### src/rtl/parallax_checker_gen.sv
// parallax_checker_gen: VGA timing plus N-layer scrolling checkerboard; optional PARALLAX_DITHER_EN adds per-layer dither gating
module parallax_checker_gen #(
    parameter int H_DISPLAY = 640,
    parameter int H_FRONT   = 16,
    parameter int H_SYNC    = 96,
    parameter int H_BACK    = 48,
    parameter int V_DISPLAY = 480,
    parameter int V_BOTTOM  = 10,
    parameter int V_SYNC    = 2,
    parameter int V_TOP     = 33,
    parameter int LAYERS    = 5,
    parameter logic [6*LAYERS-1:0] LAYER_COLORS = {6'b11_10_10, 6'b11_01_01, 6'b10_00_00, 6'b01_00_00, 6'b01_00_00},
    parameter int FRAME_W   = 10
) (
    input  logic               clk,
    input  logic               rst_n,
    input  logic               run,
    input  logic               step,
    input  logic               dir,
    input  logic [LAYERS-1:0]  layer_en,
    output logic               hsync,
    output logic               vsync,
    output logic               display_on,
    output logic [5:0]         rgb,
    output logic [FRAME_W-1:0] frame,
    output logic               frame_tick
);
    localparam int H_MAX = H_DISPLAY + H_FRONT + H_SYNC + H_BACK - 1;
    localparam int V_MAX = V_DISPLAY + V_BOTTOM + V_SYNC + V_TOP - 1;
    localparam int HW = $clog2(H_MAX + 1);
    localparam int VW = $clog2(V_MAX + 1);

    logic [HW-1:0]     hpos;
    logic [VW-1:0]     vpos;
    logic [13:0]       ox [LAYERS];
    logic [13:0]       oy [LAYERS];
    logic              step_pending;
    logic              h_end, v_end, tick, advance, vis, hs, vs;
    logic [LAYERS-1:0] hit;
    logic [5:0]        color;

    function automatic logic pick(input logic [9:0] v, input int b);
        return v[b];
    endfunction

    assign h_end   = hpos == HW'(H_MAX);
    assign v_end   = vpos == VW'(V_MAX);
    assign tick    = h_end && vpos == VW'(V_DISPLAY - 1);
    assign advance = tick && (run || step_pending || step);
    assign vis     = hpos < HW'(H_DISPLAY) && vpos < VW'(V_DISPLAY);
    assign hs      = hpos >= HW'(H_DISPLAY + H_FRONT) && hpos <= HW'(H_DISPLAY + H_FRONT + H_SYNC - 1);
    assign vs      = vpos >= VW'(V_DISPLAY + V_BOTTOM) && vpos <= VW'(V_DISPLAY + V_BOTTOM + V_SYNC - 1);

    for (genvar k = 0; k < LAYERS; k++) begin : g_layer
        logic raw;
        assign raw = pick(10'(hpos) + ox[k][13:4], 8 - k) ^ pick(10'(vpos) + oy[k][13:4], 8 - k);
`ifdef PARALLAX_DITHER_EN
        logic gate;
        if (k == 0) begin : g_d0
            assign gate = vpos[1] ^ hpos[0];
        end else if (k == 1) begin : g_d1
            assign gate = ~vpos[0] ^ hpos[1];
        end else if (k == LAYERS - 1 && LAYERS >= 3) begin : g_dl
            assign gate = vpos[1] ^ hpos[0];
        end else begin : g_dn
            assign gate = 1'b1;
        end
        assign hit[k] = raw && layer_en[k] && gate;
`else
        assign hit[k] = raw && layer_en[k];
`endif
    end

    // Priority resolve: walk from the highest index down so the lowest hit layer wins
    always_comb begin
        color = '0;
        for (int k = LAYERS - 1; k >= 0; k--)
            if (hit[k]) color = LAYER_COLORS[6*(LAYERS-k)-1 -: 6];
    end

    // Raster position counters
    always_ff @(posedge clk or negedge rst_n) begin
        if (!rst_n) begin
            hpos <= '0;
            vpos <= '0;
        end else begin
            hpos <= h_end ? '0 : hpos + 1'b1;
            if (h_end) vpos <= v_end ? '0 : vpos + 1'b1;
        end
    end

    // Frame counter, step latch and scroll offsets; offsets move only at the blanking update point
    always_ff @(posedge clk or negedge rst_n) begin
        if (!rst_n) begin
            frame        <= '0;
            step_pending <= 1'b0;
            for (int k = 0; k < LAYERS; k++) begin
                ox[k] <= '0;
                oy[k] <= '0;
            end
        end else begin
            step_pending <= !run && !advance && (step_pending || step);
            if (advance) begin
                frame <= dir ? frame - 1'b1 : frame + 1'b1;
                for (int k = 0; k < LAYERS; k++) begin
                    ox[k] <= dir ? ox[k] - 14'(256 >> k) : ox[k] + 14'(256 >> k);
                    oy[k] <= dir ? oy[k] - 14'(32 >> k) : oy[k] + 14'(32 >> k);
                end
            end
        end
    end

    // Registered outputs, all one cycle behind the raster position
    always_ff @(posedge clk or negedge rst_n) begin
        if (!rst_n) begin
            hsync      <= 1'b0;
            vsync      <= 1'b0;
            display_on <= 1'b0;
            rgb        <= '0;
            frame_tick <= 1'b0;
        end else begin
            hsync      <= hs;
            vsync      <= vs;
            display_on <= vis;
            rgb        <= vis ? color : '0;
            frame_tick <= tick;
        end
    end
endmodule

### config.mk
export PLATFORM = sky130hd
export DESIGN_NAME = parallax_checker_gen
export DESIGN_NICKNAME = d
export VERILOG_FILES = /design/src/rtl/parallax_checker_gen.sv
export SDC_FILE = /design/constraint.sdc
export NUM_CORES = 1
export LEC_CHECK = 0
export ABC_CLOCK_PERIOD_IN_PS = 2450
export CORE_UTILIZATION = 29
export DETAILED_ROUTE_END_ITERATION = 8
export HOLD_SLACK_MARGIN = 0.08
export REMOVE_ABC_BUFFERS = 1
export SYNTH_ARGS = -nofsm -noshare
export SYNTH_HDL_FRONTEND = slang
export SYNTH_SLANG_ARGS = --single-unit
### constraint.sdc
create_clock -name clk -period 2.45 [get_ports clk]
set_clock_uncertainty 0.15 [all_clocks]
set_input_delay 0.735 -clock clk [delete_from_list [all_inputs] [get_ports clk]]
set_output_delay 0.735 -clock clk [all_outputs]
set_load 0.005 [all_outputs]
==> results by stage, run 1 <==
Worst setup path:
- Walking the worst path, the cells encountered are buf_2, buf_12, ha_1, a21oi_1, o2111ai_1, a21o_1, o22a_1, mux2i_1, xnor2_1.
- The critical path start-end classification is input port to register.
- The critical path ends at frame[9]$_DFFE_PN0P_.
- In this design, the stage delay of the slowest critical-path cell is 0.30 ns.
- The length in cells of the worst reg-to-reg path is 8.
- The worst path required time is 2.58 ns.
- The most critical setup path has its startpoint at dir.
- The number of logic stages on the critical path including buffering is 9.
- The setup check on the worst reg-to-reg path leaves a slack of 0.16 ns.
- The critical path's slowest cell is sky130_fd_sc_hd__ha_1.
- At the worst endpoint, the arrival time is 2.48 ns.
- Counting both buffers and inverters, the worst setup path holds a total of 2.
- In this run the worst path has a maximum fanout of 33.
- The kind of end point of the critical path is a register.
- In this run the critical register-to-register path is captured at rgb[4]$_DFF_PN0_.
- The worst register-to-register path begins at vpos[2]$_DFFE_PN0N_.
- STA classifies the critical path startpoint as an input port.
- The family with the most delay on the worst path is compound AO/OA/AOI/OAI gates.

Floorplanning:
- For this configuration, the core starts out at a cell density of 29.47%.
- The vertical die dimension is 161.5 um.
- The count of pins on the block boundary is 30.
- The cell row count is 58.
- The full die area is 0.02608 mm2.
- The area of the placeable core is 0.02504 mm2.
- The die boundary width is 161.5 um.

Global route:
- The met2 layer usage reported by global route is 22.71%.
- The number of antenna violations at the first check in global routing is 0.
- The met3 capacity usage during global routing is 2.542%.
- The via count of the first global-routing pass is 5862.
- For met1 alone, demand over resource in global routing was 17.67%.
- After global routing the overflow that remains totals 0.
- In the global route stage, overall resource usage came out at 13.42%.
- The global-route layer with the greatest usage is met2.
- The first global-routing pass estimated 28280 um of wire.
- The pin count of the biggest net entering global routing is 39.

Cells and area:
- The repair_antennas step left the layout with diodes totalling 0.
- The number of nets at the end of the flow is 1034.
- The share of post-route cells with drive strength above 1 is 17.46%.
- The number of fill cells in the layout is 2544.
- The summed area of non-filler cells in the final layout is 0.009348 mm2.
- Compared with the post-synthesis result, the final layout area differs by 26.69%.

Min path:
- The worst hold path belongs to the class input port to async pin.

Drt:
- The average wire per cell in the routed design is 13.01 um.
- The count of nets left with antenna violations once routing finished came out at 0.
- The number of design-rule violations left by the first detailed-router iteration is 190.
- The post-detailed-routing wire length is 16280 um.
- The remaining design rule violation count is 0.
- The first detailed-routing pass took 5 iterations.
- The final route contains 5880 vias.
- The number of vias per cell is 4.696.

STA:
- Measured against its own limit, the worst slew margin works out to 63.07%.
- The hold violation total from the final report is 0.
- Setup repair after global routing left no endpoint under its margin.
- At the pin with the least slew margin, the transition time is 0.5498 ns.
- Setup violations remaining at the end of the flow were counted as 0.
- The routed design could run at a clock period as short as 2.342 ns.
- The sum of negative setup slack is 0 ns.
- The achievable clock frequency is 426.9 MHz.
- Dividing the final minimum period by the clock period gives 95.61%.
- The count of pins over their slew limit was 0.

Logic synthesis:
- After synthesis, the most frequently instantiated cells are sky130_fd_sc_hd__dfrtp_1 (104), sky130_fd_sc_hd__ha_1 (96), sky130_fd_sc_hd__nand2_1 (75), sky130_fd_sc_hd__o21ai_0 (66), sky130_fd_sc_hd__inv_1 (52).
- In this run, distinct cell masters in the synthesized netlist total 56.
- The synthesized design spends more area on one cell type than any other, namely sky130_fd_sc_hd__dfrtp_1.
- The synthesized design contains 0 enable-type register cells.
- In this run the cell area of the synthesized design comes to 0.007378 mm2.
- The Yosys step of the flow raised 0 warnings.
- The cell count after synthesis is 783.
- The cell with the most instances after synthesis is sky130_fd_sc_hd__dfrtp_1.
- The sequential share of the synthesized area is 35.27%.
- The post-synthesis sequential element count is 104.
- The mean area per synthesized cell is 9.423 um2.
- The share of the synthesized area in the top cell type is 35.27%.
- The leading register cell type out of synthesis is sky130_fd_sc_hd__dfrtp_1.
- By area the synthesized netlist is led by sky130_fd_sc_hd__dfrtp_1 (35%), sky130_fd_sc_hd__ha_1 (16%), sky130_fd_sc_hd__xor2_1 (5.7%).
- Counting flops with an async set or reset pin after synthesis yields a share of 100.0%.

CTS:
- Clock-pin slew was measured on the worst setup and hold paths at 0.07 ns.
- For this design, the CTS-stage hold fixing added 0 buffers.
- Counting every sink on the clock net gives 104.
- The H-tree depth is 3.
- TritonCTS built the clock tree.
- At the later pin of the worst-skew pair, clock insertion delay measures 0.36 ns.
- The root buffer selected by CTS is sky130_fd_sc_hd__clkbuf_16.
- The number of buffers on the longest clock path is 2.
- The TritonCTS buffer count is 9.

Pwr:
- The design draws 3.809 mW.
- The maximum ir drop on the vdd rail is 300.8 uV.
- The total leakage power is 4.572 nW.
- The ratio of total power to cell area is 407.4 mW/mm2.

Placement:
- The congestion estimate from routability-driven global placement came to 0.8496.
- The cell area reported after detailed placement is 0.008921 mm2.
- Once detailed placement completed, the half-perimeter wirelength came to 12610 um.
- The total of buffers placed on input and output ports is 29.

Run status:
- The run finished with clean final reports.

Flow run:
- Max-cap violations in this run came to 0.
## cells in the final DEF (no fill, tap or decap), types with 4 or more instances in the layout
master / netlist / final
sky130_fd_sc_hd__buf_12: 0 / 7
sky130_fd_sc_hd__and3_1: 8 / 8
sky130_fd_sc_hd__o41ai_2: 0 / 4
sky130_fd_sc_hd__a21o_1: 14 / 14
sky130_fd_sc_hd__ha_1: 96 / 96
sky130_fd_sc_hd__nor2_1: 45 / 45
sky130_fd_sc_hd__xor2_1: 48 / 48
sky130_fd_sc_hd__o21ai_0: 66 / 62
sky130_fd_sc_hd__buf_4: 5 / 115
sky130_fd_sc_hd__o31ai_1: 15 / 15
sky130_fd_sc_hd__nor3_1: 24 / 24
sky130_fd_sc_hd__dfrtp_1: 104 / 101
sky130_fd_sc_hd__fa_1: 11 / 10
sky130_fd_sc_hd__o21ai_1: 1 / 5
sky130_fd_sc_hd__inv_1: 52 / 52
sky130_fd_sc_hd__nor2b_1: 7 / 7
sky130_fd_sc_hd__clkdlybuf4s50_1: 0 / 27
sky130_fd_sc_hd__o21a_1: 11 / 11
sky130_fd_sc_hd__clkbuf_16: 0 / 9
sky130_fd_sc_hd__nand4_1: 12 / 12
sky130_fd_sc_hd__and2_1: 4 / 4
sky130_fd_sc_hd__nand2_1: 75 / 75
sky130_fd_sc_hd__xnor2_1: 45 / 45
sky130_fd_sc_hd__a21oi_1: 38 / 37
sky130_fd_sc_hd__o221ai_1: 4 / 4
sky130_fd_sc_hd__nand3_1: 27 / 27
## metrics by stage
step	setup WS, ns	instances	hold slack [ns]	util [%]
final	0.1077	1252	0.2093	37.34
after global routing	0.003305	1252	0.2482	37.34
after CTS	0.04375	1252	0.2310	37.05
after detailed placement	-0.2807	1236	0.3299	35.63
after global placement	-0.2727	1236	0.3244	35.63
after floorplan	-0.9501	756	0.2894	-
## final cells by class
class	count	area [um2]	share of cell area, %
Clock inverter	4	98.84	1.057
Inverter	52	195.2	2.088
Timing Repair Buffer	150	1279	13.68
Sequential cell	104	2606	27.88
Clock buffer	12	256.5	2.744
Tap cell	330	412.9	4.417
Multi-Input combinational cell	600	4499	48.13
## worst min-delay path by stage
stage	startpoint	end	slack (ns)
floorplan	rst_n	display_on$_DFF_PN0_	0.29
global placement	oy[3]$_DFFE_PN0P_	oy[3]$_DFFE_PN0P_	0.32
detailed placement	oy[3]$_DFFE_PN0P_	oy[3]$_DFFE_PN0P_	0.33
CTS	rst_n	hpos[6]$_DFF_PN0_	0.23
global route	rst_n	hpos[6]$_DFF_PN0_	0.25
finish	rst_n	rgb[4]$_DFF_PN0_	0.21
## where the power goes
part,total (mW),switching [mW],internal (mW)
Clock,1.73,0.670,1.06
Combinational,0.361,0.181,0.180
Sequential,1.72,0.000702,1.72
## registers in the layout (all words and copies together) (netlist names)
| name | flops |
|---|---|
| oy | 40 |
| ox | 25 |
| frame | 10 |
| hpos | 10 |
| vpos | 10 |
| rgb | 4 |
| display_on | 1 |
| frame_tick | 1 |
| hsync | 1 |
| step_pending | 1 |
| vsync | 1 |
## logic make-up after synthesis
family | synth area share, %
multiplexers | 0.5596
flip-flops | 35.27
AO/OA/AOI/OAI | 14.79
AND/OR/NAND/NOR | 14.31
XOR/XNOR | 11.04
buffers and inverters | 4.765
adder cells (fa/ha/maj) | 19.26
## worst reg2reg max path, cell delays in order, from the launching register on
cell and delay, ns:
sky130_fd_sc_hd__dfrtp_2 0.45, sky130_fd_sc_hd__ha_1 0.32, sky130_fd_sc_hd__a21oi_1 0.15, sky130_fd_sc_hd__a21oi_1 0.09, sky130_fd_sc_hd__or3b_2 0.52, sky130_fd_sc_hd__mux2i_4 0.18
sky130_fd_sc_hd__buf_4 0.14, sky130_fd_sc_hd__nor2_1 0.05, sky130_fd_sc_hd__o22ai_2 0.15
## layer usage
metal	vias up	part of all wire [%]
met5	-	0
met4	0	0.80
met3	13	2.8
met2	62	47
met1	2786	49
li1	3019	-
## what timing repair did
action	in CTS	in global routing
buffers inserted	0	0
gates resized for setup	0	18
endpoints found under the setup margin	0	13
(Power assumes the default switching activity.)
==> run 2: changes to the inputs <==
--- a/config.mk
+++ b/config.mk
@@ -5,7 +5,8 @@
 export SDC_FILE = /design/constraint.sdc
 export NUM_CORES = 1
 export LEC_CHECK = 0
-export ABC_CLOCK_PERIOD_IN_PS = 2450
+export ABC_CLOCK_PERIOD_IN_PS = 3000
+export CAP_MARGIN = 30
 export CORE_UTILIZATION = 29
 export DETAILED_ROUTE_END_ITERATION = 8
 export HOLD_SLACK_MARGIN = 0.08
==> constraint.sdc (replaced) <==
create_clock -name clk -period 3 [get_ports clk]
set_clock_uncertainty 0.15 [all_clocks]
set_input_delay 0.9 -clock clk [delete_from_list [all_inputs] [get_ports clk]]
set_output_delay 0.9 -clock clk [all_outputs]
set_load 0.005 [all_outputs]
==> results by stage, run 2 (synthesis results as in run 1) <==
Worst setup path:
- Among cell families on the critical path, the largest total delay comes from compound AO/OA/AOI/OAI gates.
- The reg2reg setup slack is 0.48 ns (+0.32 ns).
- The kind of end point of the critical path is a register.
- The startpoint identified for the worst register-to-register timing path is vpos[1]$_DFFE_PN0N_.
- The worst register-to-register path ends at oy[20]$_DFFE_PN0P_.
- The number of buffers and inverters on the critical path came to 2 (unchanged).
- The critical path arrival was 2.76 ns (+0.28 ns).
- Traced cell by cell, the critical path runs through buf_2, buf_12, ha_1, a21oi_1, o211ai_1, o41ai_1, xnor2_1, nor2_1, xor2_1.
- The sort of element at the start of the critical path is an input port.
- The maximum fanout along the worst path is 44 (+33%).
- Among all stages on the critical path, the largest delay is contributed by sky130_fd_sc_hd__o41ai_1.
- The length in cells of the worst reg-to-reg path came to 8 (unchanged).
- The largest stage delay on the critical path is 0.44 ns (+0.14 ns).
- The critical path start-end classification is input port to register.
- The worst path required time is 3.09 ns (+0.51 ns).

CTS:
- The H-tree depth is 3 (unchanged).
- The clock insertion delay at the later pin of the skew report was 0.36 ns (about the same).
- The tree is rooted in a sky130_fd_sc_hd__clkbuf_16.
- The clock-pin transition on the worst setup and hold timing paths is 0.07 ns (about the same).
- The TritonCTS buffer count was 9 (unchanged).
- The number of cells upsized or downsized after cts was 0 (unchanged).
- The number of buffers inserted by hold repair at cts is 0 (unchanged).
- The number of buffers on the longest clock path was 2 (unchanged).
- The buffer count from post-CTS setup fixing came to 0 (unchanged).
- TritonCTS built the clock tree.
- The number of clock sinks came to 104 (unchanged).

Pwr:
- The part of the total power dissipated in combinational logic is 8.7% (-0.8 points).
- The sequential group share of total power was 50.8% (+5.7 points).
- The net switching power figure is 0.6733 mW (-21%).
- The maximum ir drop on the vdd rail is 232.2 uV (-23%).
- The switching part of the total power is 24.36% (+2.0 points).
- The proportion of power drawn by the clock network is 40.6% (-4.8 points).
- The internal power consumption is 2.091 mW (-29%).
- The ratio of total power to cell area is 325.8 mW/mm2 (-20%).
- The total leakage power is 4.053 nW (-11%).

Global route:
- The global routing usage summed across all routing layers came to 12.85% (-0.58 points).
- The global-route wire length before repair was 26610 um (-5.9%).
- The number of antenna violations at the first check in global routing is 0 (unchanged).
- The pin count of the biggest net entering global routing was 45 (+15%).
- The remaining global-route overflow is 0 (unchanged).
- The via count of the first global-routing pass is 5299 (-9.6%).

Drt:
- The detailed-routing iteration count for the pre-antenna-repair pass is 4 (-1).
- The number of nets with antenna violations after routing was 0 (unchanged).
- The number of vias per cell is 4.745 (+1.0%).
- The post-detailed-routing wire length is 15740 um (-3.3%).
- The number of design-rule violations left by the first detailed-router iteration is 249 (+31%).
- The remaining design rule violation count is 0 (unchanged).
- The average wire per cell in the routed design is 13.58 um (+4.4%).
- The total vias in the final route is 5500 (-6.5%).

Floorplanning:
- The full die area is 0.02608 mm2 (unchanged).
- The count of pins on the block boundary was 30 (unchanged).
- The effective utilization at floorplan is 29.47% (unchanged).
- The area of the placeable core is 0.02504 mm2 (unchanged).
- The vertical die dimension is 161.5 um (unchanged).
- The cell row count is 58 (unchanged).
- The die boundary width is 161.5 um (unchanged).

Cells and area:
- The most flop-heavy register is oy.
- The flip-flop and latch area is 0.002603 mm2 (-0.14%).
- The number of nets at the end of the flow is 941 (-9.0%).
- The flip-flop count of the largest register after layout is 40 (unchanged).
- In the layout the commonest cells are sky130_fd_sc_hd__dfrtp_1 (104), sky130_fd_sc_hd__ha_1 (96), sky130_fd_sc_hd__nand2_1 (75).
- The commonest non-fill, non-tap cell in the layout is sky130_fd_sc_hd__dfrtp_1.
- The summed area of non-filler cells in the final layout is 0.008484 mm2 (-9.2%).
- The multi-input gate area in the final layout came to 0.004432 mm2 (-1.5%).
- The number of fill cells in the layout came to 2551 (+0.28%).
- The share of post-route cells with drive strength above 1 was 6.634% (-11 points).
- The largest registers in the layout are oy (40), ox (25).
- The final antenna diode count is 0 (unchanged).
- The core utilization of the finished layout is 33.89% (-3.4 points).
- The area growth from synthesis to layout is 14.99%.

Run status:
- The run finished with clean final reports.

STA:
- The count of pins over their slew limit came to 0 (unchanged).
- The worst slew margin relative to its limit is 67.06% (+4.0 points).
- The smallest clock period supported by the final layout is computed as 2.669 ns.
- The final period utilization is 88.98%.
- Derived from the worst setup path, the maximum achievable clock frequency is 374.6 MHz.
- The hold violation total from the final report is 0 (unchanged).
- The count of endpoints failing setup in the final report is 0 (unchanged).
- Setup repair after global routing left no endpoint under its margin.
- The slew at the pin with the worst max-slew slack is 0.4877 ns (-0.06207 ns).

Placement:
- The post-DP HPWL is 11750 um (-6.8%).
- The total of buffers placed on input and output ports is 29 (unchanged).
- The cell area reported after detailed placement is 0.008210 mm2 (-8.0%).
- The global placer's final weighted congestion is 0.8005 (-5.8%).

Flow run:
- The max capacitance violation total is 0 (unchanged).

Min path:
- The class of the worst hold path is input port to async pin.
==> run 2: per-stage QoR <==
stage / total power, mW / setup TNS (ns) / instances / hold WS [ns] / setup slack [ns]
floorplan: 1.567 / -9.471 / 756 / 0.3038 / -0.4001
global placement: 1.671 / -0.02884 / 1143 / 0.3270 / -0.02884
detailed placement: 1.674 / -0.05164 / 1143 / 0.3381 / -0.05164
CTS: 2.813 / 0 / 1159 / 0.3483 / 0.3186
global route: 2.883 / 0 / 1159 / 0.3658 / 0.1504
finish: 2.765 / 0 / 1159 / 0.3431 / 0.3305
==> run 2: worst register-to-register path, cell delays in order, from the launching register on <==
cell	delay, ns
sky130_fd_sc_hd__dfrtp_1	0.61
sky130_fd_sc_hd__ha_1	0.32
sky130_fd_sc_hd__nand4_1	0.11
sky130_fd_sc_hd__nor4_1	0.26
sky130_fd_sc_hd__buf_4	0.19
sky130_fd_sc_hd__nand3_4	0.12
sky130_fd_sc_hd__buf_12	0.20
sky130_fd_sc_hd__buf_4	0.20
sky130_fd_sc_hd__o31ai_1	0.25
==> run 2: how the worst max path moves through the flow <==
| stage | startpoint | endpoint | slack (ns) | cells after the start |
|---|---|---|---|---|
| 2_1_floorplan | hpos[1]$_DFF_PN0_ | frame[8]$_DFFE_PN0P_ | -0.40 | 6 |
| 3_3_place_gp | dir | oy[38]$_DFFE_PN0P_ | -0.03 | 9 |
| 3_5_place_dp | dir | oy[38]$_DFFE_PN0P_ | -0.05 | 9 |
| 4_1_cts | dir | oy[38]$_DFFE_PN0P_ | 0.32 | 9 |
| 5_1_grt | dir | oy[38]$_DFFE_PN0P_ | 0.15 | 9 |
| 6_report | dir | oy[38]$_DFFE_PN0P_ | 0.33 | 9 |
==> run 2: cell type report <==
type | count | area share, %
repair buffers | 57 | 6.695
well taps | 330 | 4.867
flip-flops and latches | 104 | 30.67
clock buffers | 11 | 2.861
clock inverters | 5 | 0.3687
multi-input cells | 600 | 52.23
inverters | 52 | 2.301
==> run 2: routing by layer <==
layer / vias to the layer above / global-route usage [%] / routed length, um
met5: - / 0 / 0
met4: 0 / 3.645 / 189
met3: 16 / 2.465 / 439
met2: 64 / 20.40 / 7232
met1: 2590 / 17.69 / 7879
li1: 2830 / - / -
==> run 2: power groups by stage <==
| stage | logic, mW | clock network, mW | registers [mW] |
|---|---|---|---|
| 3_3_place_gp | 0.241 | 0 | 1.43 |
| 5_1_grt | 0.272 | 1.21 | 1.40 |
| 2_1_floorplan | 0.136 | 0 | 1.43 |
| 3_5_place_dp | 0.243 | 0 | 1.43 |
| 6_report | 0.239 | 1.12 | 1.40 |
| 4_1_cts | 0.245 | 1.17 | 1.40 |
